[src/rtl/serial_alu_sequencer_pkg.sv]
// Shared definitions for the bit-serial ALU sequencer: operation codes,
// slice function selects and FSM state encoding.
// Imported by the slice, the sequencer and its bench.
package serial_alu_pkg;

  // Full 3-bit alu_op encodings: [2] = bnegate, [1:0] = function select.
  localparam logic [2:0] OP_AND = 3'b000;
  localparam logic [2:0] OP_OR  = 3'b001;
  localparam logic [2:0] OP_ADD = 3'b010;
  localparam logic [2:0] OP_SUB = 3'b110;
  localparam logic [2:0] OP_NOR = 3'b101;
  localparam logic [2:0] OP_SLT = 3'b111;

  // Function-select field alone (alu_op[1:0]).
  localparam logic [1:0] FN_AND   = 2'b00;
  localparam logic [1:0] FN_OR    = 2'b01;
  localparam logic [1:0] FN_ARITH = 2'b10;
  localparam logic [1:0] FN_SLT   = 2'b11;

  typedef enum logic [1:0] {
    ST_IDLE = 2'd0,
    ST_RUN  = 2'd1,
    ST_DONE = 2'd2
  } state_e;

endpackage

[src/rtl/serial_alu_sequencer_if.sv]
// Request/response bundle between the control unit (master) and the
// serial ALU sequencer (slave): start/abort/op/operands in,
// busy/done/result/flags out.
interface serial_alu_sequencer_if #(
  parameter int WIDTH = 32
);
  logic             start;
  logic             abort;
  logic [2:0]       alu_op;
  logic [WIDTH-1:0] a;
  logic [WIDTH-1:0] b;
  logic             busy;
  logic             done;
  logic [WIDTH-1:0] result;
  logic             zero;
  logic             overflow;

  modport master (
    output start, abort, alu_op, a, b,
    input  busy, done, result, zero, overflow
  );

  modport slave (
    input  start, abort, alu_op, a, b,
    output busy, done, result, zero, overflow
  );
endinterface

[src/rtl/serial_alu_sequencer_alu_bit_slice.sv]
// One-bit ALU slice, purely combinational (zero latency, no backpressure).
// Ports: a, b, cin, alu_op in; r (bit result), cout, v (cin^cout, signed
// overflow when this is the MSB), set (sign corrected for overflow) out.
module alu_bit_slice
  import serial_alu_pkg::*;
(
  input  logic       a,
  input  logic       b,
  input  logic       cin,
  input  logic [2:0] alu_op,
  output logic       r,
  output logic       cout,
  output logic       v,
  output logic       set
);

  logic x;
  logic sum;

  always_comb begin
    x    = b ^ alu_op[2];
    sum  = a ^ x ^ cin;
    cout = (a & x) | (cin & (a ^ x));
    v    = cin ^ cout;
    // Sum sign XOR overflow gives the true sign of a-b, so SLT stays correct
    // when the subtraction wraps.
    set  = v ^ sum;
    r    = 1'b0;
    case (alu_op[1:0])
      FN_AND:   r = a & x;
      // With bnegate set, the OR encoding means NOR of the raw operands.
      FN_OR:    r = alu_op[2] ? ~(a | b) : (a | x);
      FN_ARITH: r = sum;
      FN_SLT:   r = 1'b0;
      default:  r = 1'b0;
    endcase
  end

endmodule

[src/rtl/serial_alu_sequencer.sv]
// Bit-serial ALU sequencer: drives one alu_bit_slice LSB first, one bit per clk.
// Latency: done pulses WIDTH edges after the accepting edge; busy in RUN and DONE.
// Backpressure: start is only taken in IDLE; starts while busy are dropped, not queued.
// Ports: clk, rst_n (async active-low) and a slave-side serial_alu_sequencer_if
// carrying start/abort/alu_op/a/b in and busy/done/result/zero/overflow out.
module serial_alu_sequencer
  import serial_alu_pkg::*;
#(
  parameter int WIDTH = 32
) (
  input  logic                  clk,
  input  logic                  rst_n,
  serial_alu_sequencer_if.slave bus
);

  localparam int CNT_W = $clog2(WIDTH);
  localparam logic [CNT_W-1:0] LAST_BIT = CNT_W'(WIDTH - 1);

  localparam logic [1:0] IDLE = ST_IDLE;
  localparam logic [1:0] RUN  = ST_RUN;
  localparam logic [1:0] DONE = ST_DONE;

  logic [1:0]       state_q,  state_d;
  logic [CNT_W-1:0] cnt_q,    cnt_d;
  logic             carry_q,  carry_d;
  logic [2:0]       op_q,     op_d;
  logic [WIDTH-1:0] a_sh_q,   a_sh_d;
  logic [WIDTH-1:0] b_sh_q,   b_sh_d;
  // Holds the WIDTH-1 bits already produced; the slice supplies the MSB.
  logic [WIDTH-2:0] work_q,   work_d;
  logic [WIDTH-1:0] result_q, result_d;
  logic             zero_q,   zero_d;
  logic             ovf_q,    ovf_d;

  logic             slice_r;
  logic             slice_cout;
  logic             slice_v;
  logic             slice_set;
  logic [WIDTH-1:0] shift_in;
  logic [WIDTH-1:0] final_res;

  alu_bit_slice u_slice (
    .a      (a_sh_q[0]),
    .b      (b_sh_q[0]),
    .cin    (carry_q),
    .alu_op (op_q),
    .r      (slice_r),
    .cout   (slice_cout),
    .v      (slice_v),
    .set    (slice_set)
  );

  always_comb begin
    state_d  = state_q;
    cnt_d    = cnt_q;
    carry_d  = carry_q;
    op_d     = op_q;
    a_sh_d   = a_sh_q;
    b_sh_d   = b_sh_q;
    work_d   = work_q;
    result_d = result_q;
    zero_d   = zero_q;
    ovf_d    = ovf_q;

    shift_in  = {slice_r, work_q};
    final_res = (op_q[1:0] == FN_SLT) ? {{(WIDTH-1){1'b0}}, slice_set} : shift_in;

    case (state_q)
      IDLE: begin
        if (bus.start) begin
          a_sh_d  = bus.a;
          b_sh_d  = bus.b;
          op_d    = bus.alu_op;
          cnt_d   = '0;
          carry_d = bus.alu_op[2];
          work_d  = '0;
          state_d = RUN;
        end
      end
      RUN: begin
        // Abort wins even on the MSB step: nothing is committed.
        if (bus.abort) begin
          state_d = IDLE;
          cnt_d   = '0;
        end else begin
          a_sh_d  = a_sh_q >> 1;
          b_sh_d  = b_sh_q >> 1;
          work_d  = shift_in[WIDTH-1:1];
          carry_d = slice_cout;
          cnt_d   = cnt_q + 1'b1;
          if (cnt_q == LAST_BIT) begin
            result_d = final_res;
            zero_d   = (final_res == '0);
            ovf_d    = (op_q[1:0] == FN_ARITH) ? slice_v : 1'b0;
            cnt_d    = '0;
            state_d  = DONE;
          end
        end
      end
      DONE: state_d = IDLE;
      default: state_d = IDLE;
    endcase
  end

  always_ff @(posedge clk or negedge rst_n) begin
    if (!rst_n) begin
      state_q  <= IDLE;
      cnt_q    <= '0;
      carry_q  <= 1'b0;
      op_q     <= '0;
      a_sh_q   <= '0;
      b_sh_q   <= '0;
      work_q   <= '0;
      result_q <= '0;
      zero_q   <= 1'b0;
      ovf_q    <= 1'b0;
    end else begin
      state_q  <= state_d;
      cnt_q    <= cnt_d;
      carry_q  <= carry_d;
      op_q     <= op_d;
      a_sh_q   <= a_sh_d;
      b_sh_q   <= b_sh_d;
      work_q   <= work_d;
      result_q <= result_d;
      zero_q   <= zero_d;
      ovf_q    <= ovf_d;
    end
  end

  assign bus.busy     = (state_q != IDLE);
  assign bus.done     = (state_q == DONE);
  assign bus.result   = result_q;
  assign bus.zero     = zero_q;
  assign bus.overflow = ovf_q;

endmodule

[src/flat_wrapper.sv]
// flat-port wrapper written by rule: the top's interface ports become plain ports
module serial_alu_sequencer_flat import serial_alu_pkg::*;
#(
  parameter int WIDTH = 32
)
  (clk, rst_n, bus_start, bus_abort, bus_alu_op, bus_a, bus_b, bus_busy, bus_done, bus_result, bus_zero, bus_overflow);
  serial_alu_sequencer_if #(.WIDTH(WIDTH)) bus_i ();
  input  logic clk;
  input  logic rst_n;
  input wire logic [$bits(bus_i.start)-1:0] bus_start;
  input wire logic [$bits(bus_i.abort)-1:0] bus_abort;
  input wire logic [$bits(bus_i.alu_op)-1:0] bus_alu_op;
  input wire logic [$bits(bus_i.a)-1:0] bus_a;
  input wire logic [$bits(bus_i.b)-1:0] bus_b;
  output wire logic [$bits(bus_i.busy)-1:0] bus_busy;
  output wire logic [$bits(bus_i.done)-1:0] bus_done;
  output wire logic [$bits(bus_i.result)-1:0] bus_result;
  output wire logic [$bits(bus_i.zero)-1:0] bus_zero;
  output wire logic [$bits(bus_i.overflow)-1:0] bus_overflow;
  assign bus_i.start = bus_start;
  assign bus_i.abort = bus_abort;
  assign bus_i.alu_op = bus_alu_op;
  assign bus_i.a = bus_a;
  assign bus_i.b = bus_b;
  assign bus_busy = bus_i.busy;
  assign bus_done = bus_i.done;
  assign bus_result = bus_i.result;
  assign bus_zero = bus_i.zero;
  assign bus_overflow = bus_i.overflow;
  serial_alu_sequencer #(.WIDTH(WIDTH)) u_core (.clk(clk), .rst_n(rst_n), .bus(bus_i));
endmodule
[config.mk]
export PLATFORM = sky130hd
export DESIGN_NAME = serial_alu_sequencer_flat
export DESIGN_NICKNAME = d
export VERILOG_FILES = /design/src/rtl/serial_alu_sequencer_pkg.sv /design/src/rtl/serial_alu_sequencer_if.sv /design/src/rtl/serial_alu_sequencer_alu_bit_slice.sv /design/src/rtl/serial_alu_sequencer.sv /design/src/flat_wrapper.sv
export SDC_FILE = /design/constraint.sdc
export NUM_CORES = 1
export LEC_CHECK = 0
export CAP_MARGIN = 20
export CELL_PAD_IN_SITES_DETAIL_PLACEMENT = 1
export CELL_PAD_IN_SITES_GLOBAL_PLACEMENT = 1
export CORE_ASPECT_RATIO = 2
export CORE_MARGIN = 2
export CORE_UTILIZATION = 40
export CTS_CLUSTER_SIZE = 8
export DETAILED_ROUTE_END_ITERATION = 10
export PLACE_DENSITY = 0.83
export SYNTH_ARGS = -nofsm -noshare
export SYNTH_HDL_FRONTEND = slang
export SYNTH_SLANG_ARGS = --single-unit
export TNS_END_PERCENT = 50
[constraint.sdc]
create_clock -name clk -period 2.35 [get_ports clk]
set_input_delay 0.47 -clock clk [delete_from_list [all_inputs] [get_ports clk]]
set_output_delay 0.47 -clock clk [all_outputs]
set_load 0.005 [all_outputs]
# [Word-level counts from Yosys, hierarchy flattened]
# Cells that the tools add are included.
[totals] ff_bits=140 inputBits=71 out_inout_bits=36 elab_cells=66
[classes] add_sub_neg=1 eq_ne=9 n_mux=24 bitwise_logic=12 reduce_logical=10
[ops] cell="$mux 32" count=5
[ops] cell="$pmux 32 s2" count=2
[ops] cell="$mux 31" count=2
[ops] cell="$pmux 31 s2" count=1
[ops] cell="$logic_not 32->1" count=1
[ops] cell="$mux 5" count=3
[ops] cell="$pmux 5 s2" count=1
[ops] cell="$eq 2x2->1 const B" count=3
[ops] cell="$mux 2" count=3
[ops] cell="$reduce_and 2->1" count=3
[ops] cell="$reduce_and 3->1" count=2
[ops] cell="$add 5x1->5 const B" count=1
[ops] cell="$eq 5x5->1 const B" count=1
[ops] cell="$xor 1x1->1" count=5
[ops] cell="$eq 2x1->1 const B" count=2
[ops] cell="$logic_not 2->1" count=2
[ops] cell="$mux 1" count=4
[ops] cell="$ne 2x2->1 const B" count=2
[ops] cell="$pmux 1 s4" count=1
[ops] cell="$pmux 2 s2" count=1
[ops] cell="$reduce_bool 2->1" count=2
[ops] cell="$ne 3x2->1 const B" count=1
[ops] cell="$or 1x1->1" count=3
[ops] cell="$and 1x1->1" count=2
[ops] cell="2 further kinds" count=3

# [Depth between registers and ports, before layout]
# Gate-level depths: netlist of the first run.
[depth] depth_word=8 depth_mapped=8 ltp_nobuf=7

# [By module]
# From an unflattened synthesis of the first run, not the netlist that was laid out.
[unflattened] hier_cells=542 area_unflattened_um2=6502.5
[modules_own_cells] mod="serial_alu_sequencer" instances=1 cells_per_inst=528 area_each_um2=6374.9 seq_area_each_um2=3503.4
[modules_own_cells] mod="alu_bit_slice" instances=1 cells_per_inst=14 area_each_um2=127.6 seq_area_each_um2=0.0

# [Worst setup path after synthesis of the first run]
# No wires, ideal clock.
[synth_timing] path_type="reg2reg" from="reg u_core.cnt_q[0]" to="reg u_core.cnt_q[2]" setup_ns=0.083 t_arrival_ns=1.862 required_time_ns=2.267 path_slack_ns=0.405 path_stages_with_launch=8 n_path_buf=0 synth_period_minus_slack_ns=1.945 path_cell_list="dfrtp_1 -> ha_1 -> and3_1 -> ha_1 -> or4b_2 -> nor2_1 -> o21ai_0 -> o21ai_0"
[synth_between] elab_chain_len=4 word_cells_on_any_way=5 cone_classes="1 x add/sub; 1 x eq/ne; 3 x mux"
[synth_lines] element="from (decl)" line_no="serial_alu_sequencer.sv:24" source="logic [CNT_W-1:0] cnt_q, cnt_d;"
[synth_lines] element="from (signal assigned)" line_no="serial_alu_sequencer.sv:119" source="cnt_q <= cnt_d;"
[synth_lines] element="$add 5x1->5 or $eq 5x5->1 (tied branches)" line_no="serial_alu_sequencer.sv:90, serial_alu_sequencer.sv:91"
[synth_lines] element="$mux 5 *" line_no="serial_alu_sequencer.sv:91" source="if (cnt_q == LAST_BIT) begin"
[synth_lines] element="$mux 5 *" line_no="serial_alu_sequencer.sv:82" source="if (bus.abort) begin"
[synth_lines] element="$pmux 5 s2 *" line_no="serial_alu_sequencer.sv:68" source="case (state_q)"
# Every way passes the cells marked *; elsewhere a longest branch is shown, timed or not.
# A chain may end at the register's enable or synchronous reset.

# [Final worst setup path of the first run]
# Same ends and word-level chain as after synthesis.

==> results.py, run 1 <==
metrics = {
    "floorplanning": {
        "fp.dieArea_um2": 18900,
        "io_pins": 107,
        "die_x_um": 98.1,
        "chipHeight_um": 192,
        "start_util": 0.410,
        "num_rows": 68,
        "core-area_um2": 17300,
    },
    "power_and_ir_drop": {
        "power.density_nw_per_um2": 877,
        "ir_drop_mv": 0.437,
        "leakage_nw": 3.53,
        "finalPower_mw": 7.82,
    },
    "timing": {
        "drv_slew": 0,
        "finalHoldViolCount": 0,
        "rsz0062_at_grt": "false",
        "setup_viol": 0,
        "relSlewSlack": 0.413,
        "setup_tns_ns": 0,
        "tightest_slew_ns": 0.869,
        "post-route-period-util": 0.932,
        "skew_ns": 0.00918,
        "fmax_mhz": 457,
        "finalCriticalPeriod_ns": 2.19,
        "holdWs_ns": 0.00543,
    },
    "synthesis": {
        "synth_edf_count": 0,
        "seq_area_frac_synth": 0.494,
        "synthTopCellsByArea": "dfrtp_1 49%, a31oi_4 18%, nand2_1 13%",
        "async_reset_ff_frac": 1.00,
        "synth-main-ff-cell": "dfrtp_1",
        "synth_top_area_cell": "dfrtp_1",
        "synth_top_area_frac": 0.494,
        "syn_area_per_cell_um2": 10.4,
        "synth_area_um2": 7090,
        "ys_ff_latch": 140,
        "yosys_warnings": 0,
        "ys_types": 42,
        "synthCells": 679,
        "synth_nets": 756,
    },
    "drt": {
        "drc": 0,
        "wire_per_inst_um": 16.9,
        "postRouteAntennaNets": 0,
        "route.vias.total": 5079,
        "drt_iter0_drc": 165,
        "vias_per_cell": 5.10,
        "routed_wl_um": 16900,
        "dr.pass1.iters": 4,
    },
    "setup_path": {
        "path_buf_inv": 0,
        "worstSetupPathType": "reg2reg",
        "crit_family": "simple AND/OR/NAND/NOR gates",
        "required_ns": 2.68,
        "cp_max_fo": 5,
        "worstPathArrival_ns": 2.52,
        "slowest_stage": "or4b_2",
        "crit_chain": "ha_1 -> and3_1 -> ha_1 -> or4b_2 -> nor2_1 -> o21ai_0 -> o21ai_0",
        "critical_path_cell_count": 7,
        "max_stage_delay_ns": 0.72,
        "r2r_cells": 7,
        "setup.worst_path.end_class": "flip-flop",
        "setup.worst_path.start_class": "flip-flop",
    },
    "hold_path": {
        "hold_class": "in2async",
    },
    "clock_network": {
        "clk_transition_reported_paths_ns": 0.06,
        "clkLatencyLatePin_ns": 0.42,
        "holdBufCountCts": 0,
        "numCtsBuffers": 17,
        "clock-sinks": 140,
        "post_cts_buffers": 0,
        "cts_tree": "yes",
        "clockBufferDepth": 2,
        "htree_num_levels": 4,
        "cts_resized": 0,
        "clock-root-buffer": "clkbuf_16",
    },
    "placed_design": {
        "gp_congestion": 0.791,
        "hpwl_um": 12100,
        "placed_area_um2": 8330,
        "port_buffers": 106,
    },
    "grt": {
        "grt_usage": 0.189,
        "grt_pass1_vias": 5714,
        "antenna_found_initial": 0,
        "overflow": 0,
        "grt_pass1_wl_um": 28400,
        "grt_max_degree": 65,
    },
    "layout": {
        "fin_nets": 850,
        "final_util": 0.516,
        "layout.cells.most_common": "nand2_1",
        "n_antenna_cell": 0,
        "final_cell_mix": "238 x nand2_1, 140 x dfrtp_1, 105 x clkdlybuf4s50_1, 65 x nor2_1, 60 x a31oi_4",
        "layout-drive-gt1-share": 0.155,
        "area_delta_synth_final_pct": 25.8,
        "fin_area_um2": 8920,
    },
    "outcome": {
        "status": "finished, final reports clean",
    },
    "flow_run": {
        "cap_violations": 0,
    },
}
[metal layers]
metal	routed length, µm	vias up	track usage
met5	0	-	0
met1	6420	2512	0.204
met4	326	0	0.0785
li1	-	2459	-
met3	413	18	0.0290
met2	9720	90	0.362
[final timing paths]
| check | startpoint | end | slack, ns |
|---|---|---|---|
| max in group asynchronous | rst_n | u_core.bus.result[8] | 1.70 |
| min | rst_n | u_core.a_sh_q[17] | 0.005 |
| max | u_core.cnt_q[0] | u_core.cnt_q[2] | 0.16 |
| min reg2reg | u_core.bus.result[10] | u_core.bus.result[10] | 0.48 |
| min in group clk | u_core.bus.result[10] | u_core.bus.result[10] | 0.48 |
| max reg2reg | u_core.cnt_q[0] | u_core.cnt_q[2] | 0.16 |
[synth_stat cells, types with 3 or more instances]
cell type and count:
buf_2 17, o21ai_1 19, a22o_1 10, dfrtp_1 140
a31oi_4 60, nand2_1 239, nand3b_1 3, o21ai_0 43
buf_12 7, ha_1 4, nor2_1 66, mux2_2 3
inv_1 4, nand2b_1 4, clkbuf_1 20, nor4_1 7
[state kept, by name, indices dropped and copies added (netlist names)]
register,count
u_core.a_sh_q,32
u_core.b_sh_q,32
u_core.bus.overflow,1
u_core.bus.result,32
u_core.bus.zero,1
u_core.carry_q,1
u_core.cnt_q,5
u_core.op_q,3
u_core.state_q,2
u_core.work_q,31
[final cells by class]
| type | count | area (µm²) |
|---|---|---|
| flip-flops and latches | 140 | 3500 |
| repair buffers | 124 | 1300 |
| clock buffers | 19 | 443 |
| fillers | 1908 | 8350 |
| clock inverters | 13 | 143 |
| well taps | 210 | 263 |
| multi-input cells | 486 | 3250 |
| inverters | 4 | 15.0 |
[cells by family after synthesis]
logic type,Yosys count,share of synthesized area
AOI/OAI and AO/OA,140,0.245
xor gates and xnor gates,3,0.00371
adders and majority gates,6,0.0127
buffers and inverters,53,0.0498
DFF,140,0.494
muxes,5,0.00759
and+or+nand+nor,332,0.187
[through the flow]
step                      setup slack (ns)  instances
after global placement               0.265        964
after floorplan                      0.405        679
after detailed placement             0.159        964
after global routing                 0.111        996
final                                0.160        996
after CTS                            0.160        996
[where the power goes]
group / internal [mW] / leakage (nW) / switching [mW] / total, mW
Clock: 1.59 / 0.272 / 1.08 / 2.67
Combinational: 0.883 / 1.49 / 1.18 / 2.06
Sequential: 2.81 / 1.77 / 0.279 / 3.09
Total: 5.29 / 3.53 / 2.54 / 7.82
(Power assumes the default switching activity.)
==> run 2: changes to the inputs <==
--- a/config.mk
+++ b/config.mk
@@ -11,10 +11,12 @@
 export CORE_ASPECT_RATIO = 2
 export CORE_MARGIN = 2
 export CORE_UTILIZATION = 40
+export CTS_BUF_LIST = sky130_fd_sc_hd__clkbuf_4
 export CTS_CLUSTER_SIZE = 8
 export DETAILED_ROUTE_END_ITERATION = 10
 export PLACE_DENSITY = 0.83
 export SYNTH_ARGS = -nofsm -noshare
 export SYNTH_HDL_FRONTEND = slang
+export SYNTH_HIERARCHICAL = 1
 export SYNTH_SLANG_ARGS = --single-unit
 export TNS_END_PERCENT = 50
==> run 2 against run 1 <==
Via count shrank 13%. First-iteration DRC count shrank 18%. Combinational power shrank 19%. Sequential power grew 6%. Final area shrank 8.4%. Non-clock buffer count shrank 3. Routed wire length shrank 16%. Highest routed layer unchanged.
==> results.py, run 2 <==
metrics = {
    "outcome": {
        "status": "finished, final reports clean",
    },
    "setup_path": {
        "required_ns": 1.88,
        "r2r_cells": 7,
        "setup.worst_path.start_class": "flip-flop",
        "cp_max_fo": 8,
        "worstSetupPathType": "reg2out",
        "setup.worst_path.end_class": "primary output",
        "worstPathArrival_ns": 1.77,
    },
    "synthesis": {
        "synth_top_area_frac": 0.539,
        "synth_area_um2": 6500,
        "seq_area_frac_synth": 0.539,
        "synthCells": 542,
        "synth_top_area_cell": "dfrtp_1",
        "synth_edf_count": 0,
        "ys_types": 36,
        "synth-main-ff-cell": "dfrtp_1",
        "synthTopCellsByArea": "dfrtp_1 54%, mux2_2 24%, nand2_1 5.0%",
        "synth_nets": 619,
        "syn_area_per_cell_um2": 12.0,
        "synthTopCellsByCount": "140 x dfrtp_1, 137 x mux2_2, 87 x nand2_1",
        "yosys.cell_count.top_type": "dfrtp_1",
        "async_reset_ff_frac": 1.00,
        "yosys_warnings": 6,
        "ys_ff_latch": 140,
    },
    "clock_network": {
        "htree_num_levels": 4,
        "clockBufferDepth": 2,
        "clk_transition_reported_paths_ns": 0.13,
        "clock-sinks": 140,
        "clkLatencyLatePin_ns": 0.54,
        "clock-root-buffer": "clkbuf_4",
        "cts_tree": "yes",
        "numCtsBuffers": 17,
    },
    "placed_design": {
        "port_buffers": 106,
        "hpwl_um": 9880,
        "place_worst_setup_slack_ns": 0.150,
        "gp_congestion": 0.793,
    },
    "timing": {
        "tightest_slew_ns": 0.543,
        "setup_viol": 0,
        "setup_tns_ns": 0,
        "relSlewSlack": 0.638,
        "fmax_mhz": 445,
        "finalHoldViolCount": 0,
        "rsz0062_at_grt": "false",
        "post-route-period-util": 0.955,
        "skew_ns": 0.0199,
        "finalCriticalPeriod_ns": 2.24,
        "layout_setup_ws_ns": 0.105,
        "drv_slew": 0,
    },
    "floorplanning": {
        "core-area_um2": 16100,
        "io_pins": 107,
        "fp.dieArea_um2": 17400,
        "num_rows": 66,
        "start_util": 0.404,
        "chipHeight_um": 184,
        "die_x_um": 94.2,
    },
    "layout": {
        "area_delta_synth_final_pct": 25.7,
        "layout-drive-gt1-share": 0.288,
        "multi_input_area_um2": 2770,
        "fin_nets": 727,
        "final_util": 0.507,
        "final_cell_mix": "138 x dfrtp_1, 137 x mux2_2, 105 x clkdlybuf4s50_1, 87 x nand2_1, 34 x nand3_1",
        "fillerInstances": 1699,
        "layout.cells.most_common": "dfrtp_1",
        "seq_area_um2": 3510,
    },
    "drt": {
        "dr.pass1.iters": 4,
        "postRouteAntennaNets": 0,
        "drt_iter0_drc": 135,
        "drc": 0,
        "route.vias.total": 4426,
        "wire_per_inst_um": 16.4,
        "routed_wl_um": 14300,
        "vias_per_cell": 5.10,
    },
    "hold_path": {
        "hold_class": "in2async",
    },
    "grt": {
        "overflow": 0,
        "grt_pass1_vias": 4995,
        "grt_usage": 0.176,
        "grt_pass1_wl_um": 24000,
        "grt_max_degree": 60,
        "antenna_found_initial": 1,
    },
    "power_and_ir_drop": {
        "power.density_nw_per_um2": 796,
        "finalPower_mw": 6.50,
        "leakage_nw": 3.65,
        "ir_drop_mv": 0.408,
    },
    "flow_run": {
        "cap_violations": 0,
    },
}
run 2: logic make-up (layout without fill, tap and decap cells):
group,after synthesis,in the layout,share of synthesized area
AO/OA/AOI/OAI,14,14,0.0144
XOR/XNOR,4,4,0.00539
adder cells (fa/ha/maj),6,6,0.0139
buffers and inverters,54,175,0.0375
flip-flops,140,140,0.539
multiplexers,162,162,0.277
other,0,1,0
AND/OR/NAND/NOR,162,162,0.113
run 2: layer usage:
metal | track usage | vias to the layer above | part of all wire
met5 | 0 | - | 0
met4 | 0.0614 | 0 | 0.012
met3 | 0.0376 | 10 | 0.046
met2 | 0.296 | 103 | 0.51
met1 | 0.224 | 2245 | 0.43
li1 | - | 2068 | -
run 2: worst paths after layout:
path                                  startpoint                    end  slack, ns
setup reg to reg                  u_core/op_q[2]        u_core/bus.zero       0.22
min in group clk           u_core/bus.result[14]  u_core/bus.result[14]       0.48
setup / recovery               u_core/state_q[1]               bus_busy       0.11
hold / removal                             rst_n      u_core/b_sh_q[22]       0.45
hold reg to reg            u_core/bus.result[14]  u_core/bus.result[14]       0.48
max in group asynchronous                  rst_n      u_core/work_q[13]       1.20
run 2: per-stage QoR:
stage | area, µm² | hold slack [ns] | std cells
detailed placement | 7870 | 0.460 | 834
CTS | 8170 | 0.431 | 867
global placement | 7870 | 0.451 | 834
global route | 8170 | 0.439 | 868
finish | 8170 | 0.449 | 868
floorplan | 6500 | 0.174 | 542
run 2: repair_timing:
action,4_1_cts,5_1_grt
hold buffers,1,0
setup buffers,0,0
resized for setup,0,2
endpoints found under the hold margin,55,0
setup endpoints to repair,0,2
run 2: cell type report:
cell class / count / area share
antenna: 1 / 0.000306
clock buffer: 17 / 0.0156
clock inverter: 15 / 0.0199
inverter: 22 / 0.0101
multi-input combinational: 348 / 0.339
sequential: 140 / 0.429
tap: 204 / 0.0312
timing repair buffer: 121 / 0.155
run 2: critical path, cell delays in order, from the launching register on:
cell	delay [ns]
dfrtp_2	0.50
or2_2	0.29
clkdlybuf4s50_1	0.45
run 2: where the power goes:
| part | internal [mW] | total, mW | leakage, nW | switching, mW |
|---|---|---|---|---|
| sequential | 2.94 | 3.26 | 1.80 | 0.316 |
| combinational | 1.01 | 1.66 | 1.70 | 0.653 |
| clock | 0.648 | 1.58 | 0.151 | 0.933 |
| total | 4.60 | 6.50 | 3.65 | 1.90 |
==> run 3: changes to the inputs <==
--- a/config.mk
+++ b/config.mk
@@ -14,7 +14,8 @@
 export CTS_BUF_LIST = sky130_fd_sc_hd__clkbuf_4
 export CTS_CLUSTER_SIZE = 8
 export DETAILED_ROUTE_END_ITERATION = 10
-export PLACE_DENSITY = 0.83
+export HOLD_SLACK_MARGIN = 0.02
+export PLACE_DENSITY_LB_ADDON = 0.25
 export SYNTH_ARGS = -nofsm -noshare
 export SYNTH_HDL_FRONTEND = slang
 export SYNTH_HIERARCHICAL = 1
==> run 3 against run 2 <==
Setup slack improved by 0.030 ns. Sequential share of layout area fell by 0.27 points. Via count fell by 1.3%. Clock skew rose by 0.0067 ns. Critical path type is now reg2reg.
==> results.py, run 3 (synthesized netlist as in run 2, its figures left out) <==
metrics = {
    "setup_path": {
        "crit_chain": "xor2_1 -> fa_1 -> o21ai_0 -> o211a_1 -> nor4_1 -> buf_4 -> nand4_1 -> o31ai_1",
        "r2r_slack_ns": 0.14,
        "slowest_stage": "fa_1",
        "r2r_start": "u_core/b_sh_q[0]",
        "crit_family": "adder cells",
        "worstPathArrival_ns": 2.67,
        "crit_end": "u_core/bus.zero",
        "worstSetupPathType": "reg2reg",
        "setup.worst_path.start_class": "flip-flop",
        "max_stage_delay_ns": 0.50,
        "r2r_cells": 8,
        "cp_max_fo": 4,
        "r2r_end": "u_core/bus.zero",
        "critical_path_cell_count": 8,
        "timing.critical_path.from": "u_core/b_sh_q[0]",
        "required_ns": 2.81,
        "path_buf_inv": 1,
        "setup.worst_path.end_class": "flip-flop",
    },
    "layout": {
        "final_cell_mix": "138 x dfrtp_1, 137 x mux2_2, 104 x clkdlybuf4s50_1, 87 x nand2_1, 34 x nand3_1",
        "final_util": 0.511,
        "multi_input_area_um2": 2770,
        "seq_area_um2": 3510,
        "fillerInstances": 1712,
        "fin_nets": 729,
        "finalNonFillerCells": 870,
        "layout-drive-gt1-share": 0.292,
        "fin_area_um2": 8220,
        "layout.cells.most_common": "dfrtp_1",
        "area_delta_synth_final_pct": 26.5,
    },
    "clock_network": {
        "clkLatencyLatePin_ns": 0.56,
        "numCtsBuffers": 17,
        "clock-sinks": 140,
        "clockBufferDepth": 2,
        "htree_num_levels": 4,
        "clk_transition_reported_paths_ns": 0.12,
        "cts_tree": "yes",
        "clock-root-buffer": "clkbuf_4",
    },
    "timing": {
        "skew_ns": 0.0267,
        "layout_setup_ws_ns": 0.135,
        "holdWs_ns": 0.415,
        "drv_slew": 0,
        "tightest_slew_ns": 0.453,
        "rsz0062_at_grt": "false",
        "relSlewSlack": 0.698,
        "post-route-period-util": 0.942,
        "fmax_mhz": 452,
        "setup_tns_ns": 0,
        "setup_viol": 0,
        "finalCriticalPeriod_ns": 2.21,
        "finalHoldViolCount": 0,
    },
    "floorplanning": {
        "io_pins": 107,
        "die_x_um": 94.2,
        "num_rows": 66,
        "fp.dieArea_um2": 17400,
        "core-area_um2": 16100,
        "chipHeight_um": 184,
        "start_util": 0.404,
    },
    "grt": {
        "grt_pass1_wl_um": 22900,
        "grt_max_degree": 48,
        "grt_usage": 0.170,
        "antenna_found_initial": 1,
        "grt_pass1_vias": 4656,
        "overflow": 0,
    },
    "power_and_ir_drop": {
        "power.density_nw_per_um2": 814,
        "finalPower_mw": 6.69,
        "ir_drop_mv": 0.399,
        "leakage_nw": 3.68,
    },
    "placed_design": {
        "gp_congestion": 0.744,
        "placed_area_um2": 7870,
        "dp.cells": 835,
        "hpwl_um": 9530,
        "port_buffers": 106,
        "place_worst_setup_slack_ns": 0.101,
    },
    "drt": {
        "drc": 0,
        "postRouteAntennaNets": 0,
        "vias_per_cell": 5.02,
        "wire_per_inst_um": 15.4,
        "dr.pass1.iters": 4,
        "routed_wl_um": 13400,
        "route.vias.total": 4367,
        "drt_iter0_drc": 86,
    },
    "hold_path": {
        "hold_class": "in2async",
    },
    "flow_run": {
        "cap_violations": 0,
    },
    "outcome": {
        "status": "finished, final reports clean",
    },
}
[run 3: cell count changes in the layout (fill, tap and decap cells not counted)]
cell,previous run,this run
inv_6,5,1
buf_4,7,9
bufinv_16,2,4
clkinv_2,1,3
clkbuf_4,17,18
clkdlybuf4s50_1,105,104
clkinv_1,1,0
dlygate4sd2_1,0,1
[run 3: layout make-up]
class                      count  share of cell area
tap                          204              0.0310
inverter                      22              0.0100
clock inverter                14              0.0236
antenna                        1            0.000304
sequential                   140               0.426
multi-input combinational    348               0.337
timing repair buffer         123               0.155
clock buffer                  18              0.0164
[run 3: power breakdown]
group / switching [mW] / leakage (nW) / internal, mW / total, mW
clock network: 0.895 / 0.172 / 0.859 / 1.75
logic: 0.650 / 1.71 / 1.03 / 1.68
registers: 0.317 / 1.80 / 2.95 / 3.26
total: 1.86 / 3.68 / 4.83 / 6.69
[run 3: worst register-to-register path: cells and delay by family (launching register included)]
kind,cells,cell delay [ns]
buffers and inverters,1,0.16
adder cells (fa/ha/maj),1,0.50
AO/OA/AOI/OAI,3,0.48
AND/OR/NAND/NOR,2,0.34
flip-flops,1,0.43
XOR/XNOR,1,0.21
[run 3: worst min path at each step]
| stage | from | to | slack [ns] | cells past startpoint |
|---|---|---|---|---|
| after detailed placement | rst_n | u_core/bus.result[1] | 0.44 | 1 |
| after floorplan | rst_n | u_core/a_sh_q[0] | 0.17 | 0 |
| after global placement | rst_n | u_core/bus.result[1] | 0.43 | 1 |
| after global routing | rst_n | u_core/bus.result[1] | 0.40 | 2 |
| final | rst_n | u_core/bus.result[1] | 0.41 | 2 |
| after CTS | rst_n | u_core/bus.result[1] | 0.39 | 2 |
[run 3: what timing repair did]
item / in CTS / in global routing
setup buffers: 0 / 1
resized for setup: 3 / 0
endpoints found under the hold margin: 44 / 0
hold buffers: 1 / 0
endpoints found under the setup margin: 2 / 1
pin swaps: 0 / 0
[run 3: routing by layer]
metal / wire length, µm / global-route usage
met4: 179 / 0.0574
met1: 5380 / 0.193
met2: 7390 / 0.301
met3: 494 / 0.0462
met5: 0 / 0
